File: config.mk
export PLATFORM = sky130hd
export DESIGN_NAME = uart_serdes
export DESIGN_NICKNAME = d
export VERILOG_FILES = /design/src/rtl/uart_pkg.sv /design/src/rtl/uart_tick_gen.sv /design/src/rtl/uart_serdes.sv
export SDC_FILE = /design/constraint.sdc
export NUM_CORES = 1
export LEC_CHECK = 0
export ABC_CLOCK_PERIOD_IN_PS = 6150
export CORE_AREA = 2 2 108 68
export DETAILED_ROUTE_END_ITERATION = 8
export DIE_AREA = 0 0 110 70
export GPL_TIMING_DRIVEN = 0
export PLACE_DENSITY = 0.65
export SLEW_MARGIN = 20
export SYNTH_ARGS = -nofsm -noshare
export SYNTH_HDL_FRONTEND = slang
export SYNTH_HIERARCHICAL = 1
export SYNTH_SLANG_ARGS = --single-unit
export TNS_END_PERCENT = 30
File: constraint.sdc
create_clock -name clk -period 6.15 [get_ports clk]
set_clock_uncertainty 0.1 [all_clocks]
set_input_delay 0.615 -clock clk [delete_from_list [all_inputs] [get_ports clk]]
set_output_delay 0.615 -clock clk [all_outputs]
set_load 0.05 [all_outputs]
File: src/rtl/uart_pkg.sv
// Shared RX/TX state encodings, frame constants and the 2-of-3 sample vote for uart_serdes.
package uart_pkg;

  localparam int unsigned OVERSAMPLE = 16;
  localparam int unsigned MID_TICK   = 8;
  localparam int unsigned DATA_BITS  = 8;
  localparam int unsigned PHASE_W    = $clog2(OVERSAMPLE);
  localparam int unsigned BIT_W      = $clog2(DATA_BITS);

  typedef enum logic [2:0] {
    RX_IDLE,
    RX_START,
    RX_DATA,
    RX_STOP,
    RX_RECOVER
  } rx_state_t;

  typedef enum logic [1:0] {
    TX_IDLE,
    TX_START,
    TX_DATA,
    TX_STOP
  } tx_state_t;

  function automatic logic maj3(input logic a, input logic b, input logic c);
    return (a & b) | (a & c) | (b & c);
  endfunction

endpackage

File: src/rtl/uart_tick_gen.sv
// Oversample tick generator: one-cycle tick every DIV clocks, phase restartable.
module uart_tick_gen #(
  parameter int unsigned DIV = 78
) (
  input  logic clk,
  input  logic rst,
  input  logic restart,
  output logic tick
);

  localparam int unsigned CW = (DIV > 2) ? $clog2(DIV) : 1;

  logic [CW-1:0] cnt;

  // Tick is registered one count early so the consumer sees it exactly DIV clocks after restart.
  always_ff @(posedge clk) begin
    if (!rst || restart) begin
      cnt  <= '0;
      tick <= 1'b0;
    end else begin
      tick <= (cnt == CW'(DIV - 2));
      cnt  <= (cnt == CW'(DIV - 1)) ? '0 : cnt + CW'(1);
    end
  end

endmodule

File: src/rtl/uart_serdes.sv
// 8N1 UART serializer/deserializer with 16x oversampling and independent RX/TX engines.
// Build option: UART_RX_FILTER_EN selects 2-of-3 majority RX sampling at ticks 7/8/9.
module uart_serdes
  import uart_pkg::*;
#(
  parameter int unsigned BAUD_RATE    = 9600,
  parameter int unsigned SYS_CLK_FREQ = 12000000
) (
  input  logic       clk,
  input  logic       rst,
  input  logic       rx,
  input  logic       transmit,
  input  logic [7:0] tx_byte,
  output logic       tx,
  output logic       received,
  output logic [7:0] rx_byte,
  output logic       is_receiving,
  output logic       is_transmitting,
  output logic       recv_error
);

  localparam int unsigned DIV = SYS_CLK_FREQ / (OVERSAMPLE * BAUD_RATE);

  logic rx_meta, rxs;

  always_ff @(posedge clk) begin
    if (!rst) begin
      rx_meta <= 1'b1;
      rxs     <= 1'b1;
    end else begin
      rx_meta <= rx;
      rxs     <= rx_meta;
    end
  end

  // ---------------- receiver ----------------
  rx_state_t            rx_state, rx_next;
  logic                 rx_tick, rx_restart_c, rx_decide_c, rx_sample_c;
  logic                 rx_good_c, rx_bad_c, rx_shift_en_c;
  logic [PHASE_W-1:0]   rx_phase, rx_phase_inc_c;
  logic [BIT_W-1:0]     rx_bit;
  logic [DATA_BITS-1:0] rx_shift;
  logic                 samp_mid;
`ifdef UART_RX_FILTER_EN
  logic                 samp_early;
`endif

  uart_tick_gen #(.DIV(DIV)) u_rx_tick (
    .clk     (clk),
    .rst     (rst),
    .restart (rx_restart_c),
    .tick    (rx_tick)
  );

  // Phase 0 is the bit boundary; every bit is decided at phase MID_TICK+1 in both builds.
  assign rx_restart_c   = (rx_state == RX_IDLE) && !rxs;
  assign rx_phase_inc_c = rx_phase + PHASE_W'(1);
  assign rx_decide_c    = rx_tick && (rx_phase_inc_c == PHASE_W'(MID_TICK + 1));
`ifdef UART_RX_FILTER_EN
  assign rx_sample_c    = maj3(samp_early, samp_mid, rxs);
`else
  assign rx_sample_c    = samp_mid;
`endif

  always_ff @(posedge clk) begin
    if (!rst) rx_state <= RX_IDLE;
    else      rx_state <= rx_next;
  end

  always_comb begin
    rx_next = rx_state;
    unique case (rx_state)
      RX_IDLE:    if (!rxs) rx_next = RX_START;
      RX_START:   if (rx_decide_c) rx_next = rx_sample_c ? RX_IDLE : RX_DATA;
      RX_DATA:    if (rx_decide_c && (rx_bit == BIT_W'(DATA_BITS - 1))) rx_next = RX_STOP;
      RX_STOP:    if (rx_decide_c) rx_next = rx_sample_c ? RX_IDLE : RX_RECOVER;
      RX_RECOVER: if (rxs) rx_next = RX_IDLE;
      default:    rx_next = RX_IDLE;
    endcase
  end

  always_comb begin
    rx_good_c     = 1'b0;
    rx_bad_c      = 1'b0;
    rx_shift_en_c = 1'b0;
    if (rx_decide_c) begin
      if (rx_state == RX_DATA) rx_shift_en_c = 1'b1;
      if (rx_state == RX_STOP) begin
        rx_good_c = rx_sample_c;
        rx_bad_c  = !rx_sample_c;
      end
    end
  end

  always_ff @(posedge clk) begin
    if (!rst) begin
      rx_phase     <= '0;
      rx_bit       <= '0;
      rx_shift     <= '0;
      samp_mid     <= 1'b1;
`ifdef UART_RX_FILTER_EN
      samp_early   <= 1'b1;
`endif
      rx_byte      <= '0;
      received     <= 1'b0;
      recv_error   <= 1'b0;
      is_receiving <= 1'b0;
    end else begin
      received     <= rx_good_c;
      recv_error   <= rx_bad_c;
      is_receiving <= (rx_next != RX_IDLE);
      if (rx_state == RX_IDLE) begin
        rx_phase <= '0;
        rx_bit   <= '0;
      end else if (rx_tick) begin
        rx_phase <= rx_phase_inc_c;
      end
      if (rx_tick && (rx_phase_inc_c == PHASE_W'(MID_TICK))) samp_mid <= rxs;
`ifdef UART_RX_FILTER_EN
      if (rx_tick && (rx_phase_inc_c == PHASE_W'(MID_TICK - 1))) samp_early <= rxs;
`endif
      if (rx_shift_en_c) begin
        rx_shift <= {rx_sample_c, rx_shift[DATA_BITS-1:1]};
        rx_bit   <= rx_bit + BIT_W'(1);
      end
      if (rx_good_c) rx_byte <= rx_shift;
    end
  end

  // ---------------- transmitter ----------------
  tx_state_t            tx_state, tx_next;
  logic                 tx_tick, tx_start_c, tx_bit_end_c, tx_line_c;
  logic [PHASE_W-1:0]   tx_phase, tx_phase_n_c;
  logic [BIT_W-1:0]     tx_bit, tx_bit_n_c;
  logic [DATA_BITS-1:0] tx_data, tx_data_n_c;

  uart_tick_gen #(.DIV(DIV)) u_tx_tick (
    .clk     (clk),
    .rst     (rst),
    .restart (tx_start_c),
    .tick    (tx_tick)
  );

  assign tx_start_c   = (tx_state == TX_IDLE) && transmit;
  assign tx_bit_end_c = tx_tick && (tx_phase == PHASE_W'(OVERSAMPLE - 1));

  always_ff @(posedge clk) begin
    if (!rst) tx_state <= TX_IDLE;
    else      tx_state <= tx_next;
  end

  always_comb begin
    tx_next = tx_state;
    unique case (tx_state)
      TX_IDLE:  if (transmit) tx_next = TX_START;
      TX_START: if (tx_bit_end_c) tx_next = TX_DATA;
      TX_DATA:  if (tx_bit_end_c && (tx_bit == BIT_W'(DATA_BITS - 1))) tx_next = TX_STOP;
      TX_STOP:  if (tx_bit_end_c) tx_next = TX_IDLE;
      default:  tx_next = TX_IDLE;
    endcase
  end

  // Line level is computed from the upcoming state so tx changes on the same edge as the FSM.
  always_comb begin
    tx_phase_n_c = tx_phase;
    tx_bit_n_c   = tx_bit;
    tx_data_n_c  = tx_data;
    if (tx_start_c) begin
      tx_phase_n_c = '0;
      tx_bit_n_c   = '0;
      tx_data_n_c  = tx_byte;
    end else if ((tx_state != TX_IDLE) && tx_tick) begin
      tx_phase_n_c = tx_phase + PHASE_W'(1);
      if ((tx_state == TX_DATA) && tx_bit_end_c) tx_bit_n_c = tx_bit + BIT_W'(1);
    end
    unique case (tx_next)
      TX_START: tx_line_c = 1'b0;
      TX_DATA:  tx_line_c = tx_data_n_c[tx_bit_n_c];
      default:  tx_line_c = 1'b1;
    endcase
  end

  always_ff @(posedge clk) begin
    if (!rst) begin
      tx_phase        <= '0;
      tx_bit          <= '0;
      tx_data         <= '0;
      tx              <= 1'b1;
      is_transmitting <= 1'b0;
    end else begin
      tx_phase        <= tx_phase_n_c;
      tx_bit          <= tx_bit_n_c;
      tx_data         <= tx_data_n_c;
      tx              <= tx_line_c;
      is_transmitting <= (tx_next != TX_IDLE);
    end
  end

endmodule

### After elaboration in Yosys (flattened, before gate mapping)

Index checks and enable logic that the tools add are counted.

| storage, ports and cells | value |
|---|---|
| RAM bits | 0 |
| bits in read-only memories | 0 |
| input bits | 12 |
| bits in latches | 0 |
| memories | 0 |
| word-level logic and storage cells | 98 |
| flip-flop bits (word level) | 67 |
| output and inout bits | 13 |

| operators by class | value |
|---|---|
| muxes and demuxes | 26 |
| $add $sub $neg | 6 |
| shift-type cells | 0 |
| order comparisons | 1 |
| div/mod/pow operators | 0 |
| bitwise operators | 1 |
| reduce and logical (&&, ||, !) cells | 25 |
| multipliers | 0 |
| equality and inequality tests | 18 |

Operator list:

| kind | number |
|---|---|
| 2-to-1 mux 3 bit | 11 |
| == test 7 bit, second input constant | 4 |
| case mux 3 bit (5 select lines) | 1 |
| adder 7 x 1 -> 7 bit, second input constant | 2 |
| == test 4 bit, second input constant | 3 |
| 2-to-1 mux 2 bit | 5 |
| == test 3 bit, second input constant | 3 |
| logical AND 1 bit | 9 |
| adder 4 x 1 -> 4 bit, second input constant | 2 |
| 2-to-1 mux 8 bit | 1 |
| case mux 2 bit (4 select lines) | 1 |
| OR reduction 2 bit | 4 |
| adder 3 x 1 -> 3 bit, second input constant | 2 |
| == test 2 bit, second input constant | 3 |
| == test 3 x 2 -> 1 bit, second input constant | 2 |
| nonzero test 2 bit | 3 |
| 2-to-1 mux 1 bit | 5 |
| == test 2 x 1 -> 1 bit, second input constant | 2 |
| < comparator 3 x 4 -> 1 bit, second input constant | 1 |
| binary-select mux 1 bit (select 3 bit) | 1 |
| == test 3 x 1 -> 1 bit, second input constant | 1 |
| logical NOT 1 bit | 3 |
| logical NOT 3 bit | 1 |
| AND reduction 3 bit | 1 |
| 5 further kinds | 6 |

### Depth between registers and ports, before layout

| depth | value |
|---|---|
| word-level depth | 9 |
| mapped depth | 8 |
| mapped depth without buffers | 8 |

### Cells and area by module

The synthesis kept the hierarchy.

By module, submodules not included:

| module | instances | cells an instance | sequential area each (um^2) | area an instance (um^2) |
|---|---|---|---|---|
| uart_serdes | 1 | 249 | 1021.0 | 2260.9 |
| uart_tick_gen | 2 | 40 | 160.2 | 357.8 |

### Worst setup path after synthesis

OpenSTA, ideal clock, no wires.

| timing | value |
|---|---|
| path kind | reg-to-reg |
| start point | reg tx_phase[0] |
| end point | reg tx |
| setup time | 0.125 ns |
| arrival | 1.758 ns |
| path buffers | 0 |
| required time | 5.925 ns |
| period minus slack after synthesis | 1.984 ns |
| stages on the path, launching flop included | 8 |
| setup slack | 4.166 ns |
| path through | dfxtp_1 ha_1 nand4_2 and3_1 a221o_1 mux2_1 a21oi_1 a31oi_1 |

| on the way | value |
|---|---|
| cells in the longest elaborated chain, start to end | 9 |
| elaborated cells between the ends (all ways) | 16 |
| those cells by class | eq/ne: 3; mux: 10; reduce/logical: 3 |

Ends and longest elaborated chain:

| what | RTL line | text |
|---|---|---|
| start, declared | uart_serdes.sv:133 | `logic [PHASE_W-1:0] tx_phase, tx_phase_n_c;` |
| start signal, assigned | uart_serdes.sv:191 | `tx_phase <= tx_phase_n_c;` |
| == test 4 bit * | uart_serdes.sv:145 | `assign tx_bit_end_c = tx_tick && (tx_phase == PHASE_W'(OVERSAMPLE - 1));` |
| logical AND 1 bit * | uart_serdes.sv:145 |  |
| logical AND 1 bit | uart_serdes.sv:174 | `if ((tx_state == TX_DATA) && tx_bit_end_c) tx_bit_n_c = tx_bit + BIT_W'(1);` |
| 2-to-1 mux 3 bit | uart_serdes.sv:174 |  |
| 2-to-1 mux 3 bit | uart_serdes.sv:172 | `end else if ((tx_state != TX_IDLE) && tx_tick) begin` |
| 2-to-1 mux 3 bit | uart_serdes.sv:168 | `if (tx_start_c) begin` |
| binary-select mux 1 bit (select 3 bit) | uart_serdes.sv:178 | `TX_DATA: tx_line_c = tx_data_n_c[tx_bit_n_c];` |
| 2-to-1 mux 1 bit (not written as such) | uart_serdes.sv:178 |  |
| case mux 1 bit (2 select lines) * | uart_serdes.sv:176 | `unique case (tx_next)` |
| end signal, assigned | uart_serdes.sv:194 | `tx <= tx_line_c;` |
| end, declared | uart_serdes.sv:14 | `output logic tx,` |

Mark *: on every way between the ends. The rest lies on a longest branch, timed or not. The select of a mux whose other input is x is not followed.
A chain may end at the register's enable or synchronous reset.

### Worst setup path after layout

Ends and elaborated chain as after synthesis.

==> reports/results.tsv <==
metric	value	unit
outcome	complete, no violations	
I/O Pins	25	
Hold Buf Count CTS	0	
PwrDens	252	nW/um2
Vias	2319	
proportion of total power due to net switching	22.7	%
average size of a mapped cell	9.05	um2
crit end category	flop	
post-synthesis share of cell area spent on full adders, half adders and majority gates	5.88	%
die extent in x	110	um
chain of cells forming the critical path	ha_1 > nand4_2 > nor2_2 > a221o_1 > mux2_1 > a21oi_1 > a31oi_1	
number of setup buffers added after CTS	0	
Detailed Routing Iterations Pass 1	4	
basic-gate share of the synthesized area counting and, or, nand and nor cells	20.9	%
final setup violation count	0	
fillers	661	
commonest cells after routing, fill and taps aside	sky130_fd_sc_hd__dfxtp_1 (67), sky130_fd_sc_hd__nor2_1 (48), sky130_fd_sc_hd__nand2_1 (34)	
startpoint class of the critical path	flop	
area of the placeable core	6880	um2
global-route congestion overflow total	0	
Compound-Gate Fraction of Synth Area	12.1	%
Max Root-Sink Buffers	2	
Hold Path Class	flop to flop	
Data required, critical path	6.28	ns
distinct cell type count after synthesis	53	
number of hold-slack violations in the final timing report	0	
CTS H-tree depth	3	
VDD IR-drop max	0.177	mV
number of synthesized flops with an enable pin	0	
largest family of logic cells by synthesized area	simple AND/OR/NAND/NOR gates	
layout cell share with drive strength beyond 1	9.76	%
overall die area	7700	um2
number of nets at the end of the flow	390	
antenna violations before repair	0	
total wire length after detailed routing	5540	um
Rows	24	
share of the clock period used by the worst path	36.6	%
fraction of power consumed by the clock network	44.1	%
critical path class	flop to flop	
parity-gate share of the synthesized area counting xor and xnor cells	4.12	%
Clock Tree Root	sky130_fd_sc_hd__clkbuf_8	
setup_tns	0	ns
overall fraction of global-route tracks in use	16.1	%
post-route DRC violation count	0	
wire length of the first global-routing pass	9610	um
timing-limited maximum frequency	444	MHz
half-perimeter wire length after placement	4050	um
Tightest Pin Transition	0.623	ns
vias in the first global route	2167	
unrepaired setup endpoints after global routing	false	
dpl ws	3.62	ns
largest driver fanout on the critical path	7	
placer's final routability congestion estimate	0.844	
net switching power figure	203	uW
Via-to-Cell Ratio	5.04	
commonest non-fill, non-tap cell in the layout	sky130_fd_sc_hd__dfxtp_1	
cts bufs inserted	9	
crit path time final	2.25	ns
register share of total power	50.1	%
number of diodes	0	
sequential cell area	1340	um2
part of the total power dissipated in combinational logic	5.8	%
final worst-path setup slack	3.90	ns
post-synthesis instance total	329	
biggest cell delay along the critical path	0.38	ns
Reg clk slew, reported paths	0.07	ns
static leakage	1.46	nW
P_int	691	uW
multi-input gate area in the final layout	1530	um2
clock latency of the later-clocked register in the worst-skew pair	0.35	ns
synthesis warning total	6	
slew margin rel.	58.1	%
layout-stage area growth over the synthesis result	19.2	%
cell with the biggest individual delay on the critical path	sky130_fd_sc_hd__dfxtp_1	
multiplexer area fraction after synthesis	8.53	%
clock net sink count	67	
FF+latch count, synth	67	
clock tree from TritonCTS	built	
number of buffer cells added on primary ports	24	
Data arrival, critical path	2.38	ns
cell area after synthesis	2980	um2
final count of pins violating max slew	0	
Net Count, Synth	355	
dominant register cell in the synthesized netlist	sky130_fd_sc_hd__dfxtp_1	
fraction of the yosys area taken by sequential cells	45.1	%
max-cap violation count	0	
number of resized instances in the post-cts repair step	0	
effective utilization at floorplan	43.3	%
fraction of registers with async set/reset	0	%
largest net degree at the start of global routing	13	
Vert. Die Dim	70	um
routed wire length per instance	12.1	um
1st-iter DRT viols	125	
number of nets with antenna violations after detailed routing	0	
## final cells by class
type | count | area share, %
Buffer | 12 | 1.41
Inverter | 14 | 1.48
Multi-Input combinational cell | 236 | 43.2
Clock inverter | 7 | 2.61
Clock buffer | 9 | 3.49
Timing Repair Buffer | 24 | 6.77
Sequential cell | 67 | 37.8
Tap cell | 91 | 3.21
## Yosys cell counts (2+ instances only)
library cell | n | area, um2
sky130_fd_sc_hd__and3_2 | 2 | 15.0
sky130_fd_sc_hd__nand3_2 | 2 | 20.0
sky130_fd_sc_hd__a31o_2 | 2 | 17.5
sky130_fd_sc_hd__dfxtp_1 | 67 | 1340
sky130_fd_sc_hd__nand3_1 | 8 | 40.0
sky130_fd_sc_hd__nand4_1 | 2 | 12.5
sky130_fd_sc_hd__nand2_1 | 34 | 128
sky130_fd_sc_hd__nand2b_1 | 7 | 43.8
sky130_fd_sc_hd__and3b_1 | 2 | 17.5
sky130_fd_sc_hd__mux2_2 | 2 | 22.5
sky130_fd_sc_hd__and3_1 | 2 | 12.5
sky130_fd_sc_hd__inv_1 | 13 | 48.8
sky130_fd_sc_hd__a21oi_2 | 2 | 17.5
sky130_fd_sc_hd__a21oi_1 | 18 | 90.1
sky130_fd_sc_hd__a311oi_1 | 3 | 26.3
sky130_fd_sc_hd__ha_1 | 14 | 175
sky130_fd_sc_hd__nor4_1 | 2 | 12.5
sky130_fd_sc_hd__clkbuf_1 | 8 | 30.0
sky130_fd_sc_hd__buf_2 | 4 | 20.0
sky130_fd_sc_hd__o21ai_0 | 9 | 45.0
sky130_fd_sc_hd__nor2_1 | 48 | 180
sky130_fd_sc_hd__nor3_1 | 5 | 25.0
sky130_fd_sc_hd__xor2_1 | 8 | 70.1
sky130_fd_sc_hd__o22ai_1 | 2 | 12.5
sky130_fd_sc_hd__and2_1 | 2 | 12.5
sky130_fd_sc_hd__or3_1 | 5 | 31.3
sky130_fd_sc_hd__xnor2_1 | 6 | 52.6
sky130_fd_sc_hd__o211ai_1 | 3 | 22.5
sky130_fd_sc_hd__a31oi_1 | 2 | 12.5
sky130_fd_sc_hd__mux2i_1 | 22 | 220
## critical path, delay by kind of cell, from the launching register on
| kind | cells | cell delay [ns] |
|---|---|---|
| compound gates | 3 | 0.61 |
| fa+ha+maj | 1 | 0.22 |
| flops | 1 | 0.38 |
| mux | 1 | 0.38 |
| simple gates | 2 | 0.44 |
## state kept, by name, indices dropped and copies added, names as in the netlist, 2 cells and up
name / cells
rx_byte: 8
rx_shift: 8
tx_data: 8
u_rx_tick/cnt: 7
u_tx_tick/cnt: 7
rx_phase: 4
tx_phase: 4
rx_bit: 3
rx_state: 3
tx_bit: 3
tx_state: 2
## metal layers
metal  vias to the layer above  wire [um]  GRT usage (%)
li1                       1207          -              -
met1                      1071       2920           22.0
met2                        32       2310           22.9
met3                         9        229           6.72
met4                         0         78           5.20
met5                         -          0              0
## power by group through the flow
stage          sequential (mW)  clock [mW]  combinational, mW
5_1_grt                  0.449       0.424             0.0593
6_report                 0.448       0.394             0.0518
2_1_floorplan            0.461           0             0.0286
3_5_place_dp             0.458           0             0.0523
3_3_place_gp             0.458           0             0.0514
4_1_cts                  0.448       0.404             0.0525
## logic make-up after synthesis
| family | after synthesis |
|---|---|
| AOI/OAI and AO/OA | 53 |
| muxes | 25 |
| buffers and inverters | 26 |
| adders and majority gates | 14 |
| xor gates and xnor gates | 14 |
| and+or+nand+nor | 130 |
| DFF | 67 |
## stage by stage
stage                     hold WS [ns]  util (%)  instance area [um2]  power (mW)  instances
after global routing             0.366      51.6                 3550       0.932        460
after detailed placement         0.308      48.4                 3330       0.511        444
after CTS                        0.320      51.6                 3550       0.904        460
final                            0.319      51.6                 3550       0.894        460
after floorplan                  0.286         -                 2980       0.490        329
after global placement           0.292      48.4                 3330       0.510        444
## worst paths after layout
kind	cells past startpoint	slack, ns	startpoint	end
worst max-delay path	7	3.90	tx_phase[0]$_SDFFE_PP0P_	tx$_SDFF_PN1_
worst min-delay path	1	0.32	rx_meta$_SDFF_PN1_	rxs$_SDFF_PN1_
worst max register to register	7	3.90	tx_phase[0]$_SDFFE_PP0P_	tx$_SDFF_PN1_
worst min register to register	1	0.32	rx_meta$_SDFF_PN1_	rxs$_SDFF_PN1_
No activity file was read; power rests on OpenSTA's default activity.
